--- src/rtl/hybrid_addsub_8bit.sv ---
// 8-bit registered adder/subtractor: two flat 4-bit carry-lookahead slices
// chained ripple-style, with b conditionally inverted and m used as carry-in.
module hybrid_addsub_8bit (
  input  logic       clk,
  input  logic       rst,
  input  logic [7:0] a,
  input  logic [7:0] b,
  input  logic       m,
  output logic [7:0] s,
  output logic       c7,
  output logic       cout,
  output logic       overflow
);

  logic [7:0] w_i;
  logic [7:0] w_g;
  logic [7:0] w_p;
  logic [8:0] w_c;
  logic [7:0] w_sum;
  logic [7:0] r_s;
  logic       r_c7;
  logic       r_cout;
  logic       r_ovf;

  assign w_i    = b ^ {8{m}};
  assign w_g    = a & w_i;
  assign w_p    = a ^ w_i;
  assign w_c[0] = m;

  // Each slice derives all four carries directly from its own carry-in;
  // only the slice boundary (w_c[4]) ripples.
  for (genvar j = 0; j < 2; j++) begin : g_slice
    localparam int B = 4 * j;
    assign w_c[B+1] = w_g[B]
                    | (w_p[B] & w_c[B]);
    assign w_c[B+2] = w_g[B+1]
                    | (w_p[B+1] & w_g[B])
                    | (w_p[B+1] & w_p[B] & w_c[B]);
    assign w_c[B+3] = w_g[B+2]
                    | (w_p[B+2] & w_g[B+1])
                    | (w_p[B+2] & w_p[B+1] & w_g[B])
                    | (w_p[B+2] & w_p[B+1] & w_p[B] & w_c[B]);
    assign w_c[B+4] = w_g[B+3]
                    | (w_p[B+3] & w_g[B+2])
                    | (w_p[B+3] & w_p[B+2] & w_g[B+1])
                    | (w_p[B+3] & w_p[B+2] & w_p[B+1] & w_g[B])
                    | (w_p[B+3] & w_p[B+2] & w_p[B+1] & w_p[B] & w_c[B]);
  end

  assign w_sum = w_p ^ w_c[7:0];

  always_ff @(posedge clk) begin
    if (rst) begin
      r_s    <= '0;
      r_c7   <= 1'b0;
      r_cout <= 1'b0;
      r_ovf  <= 1'b0;
    end else begin
      r_s    <= w_sum;
      r_c7   <= w_c[7];
      r_cout <= w_c[8];
      r_ovf  <= w_c[7] ^ w_c[8];
    end
  end

  assign s        = r_s;
  assign c7       = r_c7;
  assign cout     = r_cout;
  assign overflow = r_ovf;

endmodule

--- config.mk ---
export PLATFORM = sky130hd
export DESIGN_NAME = hybrid_addsub_8bit
export DESIGN_NICKNAME = d
export VERILOG_FILES = /design/src/rtl/hybrid_addsub_8bit.sv
export SDC_FILE = /design/constraint.sdc
export NUM_CORES = 1
export LEC_CHECK = 0
export CAP_MARGIN = 20
export CORE_MARGIN = 2
export CORE_UTILIZATION = 45
export DETAILED_ROUTE_END_ITERATION = 10
export HOLD_SLACK_MARGIN = 0.06
export PLACE_DENSITY = 0.79
export SETUP_SLACK_MARGIN = 0.5
export SYNTH_ARGS = -nofsm -noshare
export SYNTH_HDL_FRONTEND = slang
export SYNTH_SLANG_ARGS = --single-unit
--- constraint.sdc ---
create_clock -name clk -period 4.2 [get_ports clk]
set_clock_uncertainty 0.15 [all_clocks]
set_input_delay 0.42 -clock clk [delete_from_list [all_inputs] [get_ports clk]]
set_output_delay 0.42 -clock clk [all_outputs]
set_load 0.005 [all_outputs]
# Yosys cells after proc, flatten, opt, wreduce, memory -nomap -nowiden

Index checks and enable logic that the tools add are counted.

Register bits: 11
Input bits: 19
Output and inout port bits: 11
Word-level logic and storage cells: 61

Bitwise gates (word level): 57

Operator list:

| operator      | count |
|---|---|
| $and A1 B1 Y1 | 32 |
| $xor A8 B8 Y8 | 3 |
| $or A1 B1 Y1  | 20 |
| $and A8 B8 Y8 | 1 |
| $xor A1 B1 Y1 | 1 |

# Depth between registers and ports, before layout

Depth in word-level cells: 10
Gate-level depth with buffers: 9
Mapped depth without buffers: 8

# Worst setup path before layout

OpenSTA, ideal clock, no wires.

Kind: input-to-reg
Start: input m
End: register r_s[4], in the netlist s[4]
Library setup time: 0.066 ns
Data arrival time: 2.299 ns
Data required time: 3.984 ns
Setup slack: 1.685 ns
Cell stages on the path: 8
Buffers on the path: 1
Cell sequence: buf_2 xor2_1 ha_1 and2_4 a221o_1 nor2_1 fa_1 nor2_1

Longest elaborated chain between the ends: 8
Elaborated cells between the ends (all ways): 15
Classes of those cells: bitwise (15)

RTL lines:

| what                                                  | RTL line | RTL |
|---|---|---|
| from (decl)                                           | 8        | `input logic m,` |
| $xor A8 B8 Y8                                         | 25       | `assign w_i = b ^ {8{m}};` |
| $xor A8 B8 Y8 / $and A8 B8 Y8 (equally long branches) | 27, 26   |  |
| $and A1 B1 Y1, on equally long branches               | --       |  |
| $or A1 B1 Y1 (tied with other cells)                  | 44       | `\| (w_p[B+3] & w_g[B+2])` |
| $or A1 B1 Y1 (tied with other cells)                  | 45       | `\| (w_p[B+3] & w_p[B+2] & w_g[B+1])` |
| $or A1 B1 Y1 / $and A1 B1 Y1 (equally long branches)  | 46, 47   |  |
| $or A1 B1 Y1                                          | 47       | `\| (w_p[B+3] & w_p[B+2] & w_p[B+1] & w_p[B] & w_c[B]);` |
| $xor A8 B8 Y8 (*)                                     | 50       | `assign w_sum = w_p ^ w_c[7:0];` |
| to (signal assigned)                                  | 59       | `r_s <= w_sum;` |
| to (decl)                                             | 20       | `logic [7:0] r_s;` |

Every way passes the cells marked *; elsewhere a longest branch is shown, timed or not.
A chain may end at the register's enable or synchronous reset.

# Worst setup path in the final report

Start: input m
End: register r_s[5], in the netlist s[5]

Longest elaborated chain between the ends: 10
Elaborated cells between the ends (all ways): 17
Classes of those cells: bitwise (17)

RTL lines:

| what                                                  | RTL line | RTL |
|---|---|---|
| $xor A8 B8 Y8                                         | 25       |  |
| $xor A8 B8 Y8 / $and A8 B8 Y8 (equally long branches) | 27, 26   |  |
| $and A1 B1 Y1, on equally long branches               | --       |  |
| $or A1 B1 Y1 (tied with other cells)                  | 44       |  |
| $or A1 B1 Y1 (tied with other cells)                  | 45       |  |
| $or A1 B1 Y1 / $and A1 B1 Y1 (equally long branches)  | 46, 47   |  |
| $or A1 B1 Y1                                          | 47       |  |
| $and A1 B1 Y1                                         | 35       | `\| (w_p[B] & w_c[B]);` |
| $or A1 B1 Y1                                          | 35       |  |
| $xor A8 B8 Y8 (*)                                     | 50       |  |

Marked as above.

==> qor.yml <==
run_status: "completed"
holdPathStages: 4
hpwl_um: 1229
synth_area_sq_um: 754.5
rows: 14
slowest_stage: "clkdlybuf4s50_1"
vias: 699
gr-total-overflow: 0
die-area_sq_um: 2020
grt_use_total_pct: 17.19
placed_cell_area_sq_um: 1056
p_per_area_nw_per_um2: 322.9
drtIter0Drc: 14
diodes: 0
cp_max_fo: 12
clock-sinks: 11
cts-root-buf: "clkbuf_4"
syn-num-nets: 111
criticalPathCategory: "in -> reg"
crit_required_ps: 4190
cts.hold.buffers_added: 0
initial_core_util_pct: 48.94
yosysWarnings: 0
vdd_ir_drop_max_mv: 0.1496
cts_resized: 0
fmax_mhz: 327.5
cts_setup_buffers: 0
path_buf_inv: 1
clock_path_buffers: 2
viasPerCell: 5.377
drt.antenna.violating_nets: 0
io_pins: 30
worst_slew_pin_slew_ps: 588.6
finalSetupViolCount: 0
synth_cell_types: 30
tritoncts: "built"
layout_min_cycle_time_ps: 3053
dr.pass1.iters: 4
crit_path_end_kind: "flip-flop"
critical-path-top-delay-family: "adder cells"
maxSlewViolCount: 0
cp-start-kind: "primary input"
final_area_sq_um: 1082
syn_inst: 83
placed_cells_incl_taps: 126
port_buffers: 29
grt_pass1_vias: 658
hold_slack_ps: 762.9
grt_pass1_wl_um: 2559
yosysTopAreaCell: "dfxtp_1"
final_layout_size_suffix_gt1_share_pct: 6.140
die_h_um: 44.95
die_w_um: 44.95
grt_antenna_before_repair: 0
core_area_sq_um: 1541
worst_slew_margin_rel_pct: 60.64
finalHoldViolCount: 0
grt_max_degree: 15
synth.area.top_cells: "dfxtp_1 29%, ha_1 13%, xor2_1 10%"
place.gp.congestion: 0.8638
period_share_pct: 72.69
avgSynthCellArea_sq_um: 9.090
wire_per_inst_um: 11.58
synthToLayoutAreaGrowth_pct: 43.45
final_cells: 130
p_leak_nw: 0.4506
cts_inserted_buffers: 3
maxCapViolCount: 0
yosysSeqAreaShare_pct: 29.19
rsz0062_at_grt: "false"
synth_seq_cells: 11
critPathArrivalTime_ps: 3040
htree_levels: 1
netlist.area_leader.share_pct: 29.19
hold_path_class: "in -> reg"
slowest_delay_ps: 710
nNetsFinal: 143
drc: 0
drt_wl_total_um: 1505
worst-path-stages: 9
clk_pin_slew_ps: 60
tns_ps: 0
path_cells: "clkdlybuf4s50_1 -> xor2_1 -> ha_1 -> and2_4 -> nor3b_2 -> nor2_1 -> fa_1 -> xor2_1 -> nor2_1"
-- cells in the final DEF, fill, tap and decap left out, types with 2 or more instances in the layout --
master	Yosys	routed
xnor2_1	3	3
o21ai_0	2	2
nand2_1	4	4
a21oi_1	4	4
dfxtp_1	11	11
xor2_1	9	9
inv_1	4	4
o211ai_1	2	2
nand2b_1	2	2
o21ai_1	2	2
or3_1	3	3
ha_1	8	8
clkbuf_4	0	3
nor2_1	10	10
clkdlybuf4s50_1	0	29
mux2i_1	2	2
a221o_1	2	2
-- stage by stage --
stage | util [%] | setup WS (ps) | power (mW)
finish | 70.21 | 1147 | 0.3495
global route | 70.21 | 978.0 | 0.3739
CTS | 70.21 | 1158 | 0.3538
detailed placement | 68.51 | 881.2 | 0.2837
global placement | 68.51 | 931.5 | 0.2808
floorplan | - | 1685 | 0.2159
-- per-layer routing --
metal	vias up	GRT usage, %	routed length, um
met3	7	1.600	96
met2	30	27.71	712
met1	307	20.99	641
li1	355	-	-
met5	-	0	0
met4	0	12.94	55
-- layout make-up --
cell class                      instances  area (sq um)
Multi-Input combinational cell         66         510.5
Tap cell                               16         20.02
Inverter                                4         15.01
Clock buffer                            4         26.28
Timing Repair Buffer                   29         290.3
Sequential cell                        11         220.2
Fill cell                             135         459.2
-- worst paths after layout --
kind                  startpoint    to  slack, ps
worst max-delay path           m  s[5]       1150
worst min-delay path        a[4]  s[4]        760
-- where the power goes --
part	total (mW)	switching, mW	internal [mW]
Sequential	0.127	0.00417	0.123
Combinational	0.154	0.0668	0.0875
Clock	0.0684	0.0317	0.0367
-- flip-flops by register name, indices dropped and copies added, names as in the netlist --
register	cells
c7	1
cout	1
overflow	1
s	8
-- kinds of logic after synthesis --
kind of cell,after synthesis,synth area share (%)
flops,11,29.19
buf+inv,6,3.149
simple gates,26,18.41
xor+xnor,12,13.93
mux,2,2.654
compound gates,17,16.75
fa+ha+maj,9,15.92
-- cell usage after synthesis --
cell and instances:
xnor2_1 3, o41ai_1 1, buf_2 1, o31ai_4 1, dfxtp_1 11, ha_1 8, or2_2 1, o21ai_0 2
o211ai_1 2, mux2i_1 2, nand2_1 4, o21ai_1 2, a21oi_1 4, nor3b_1 1, or3b_1 1, nor3b_2 1
nor3_1 1, a221o_1 2, o21bai_1 1, inv_1 4, a211oi_1 1, nor2b_1 1, a31oi_1 1, xor2_1 9
nor2_1 10, and2_4 1, or3_1 3, clkbuf_1 1, fa_1 1, nand2b_1 2
No activity file was read; power rests on OpenSTA's default activity.
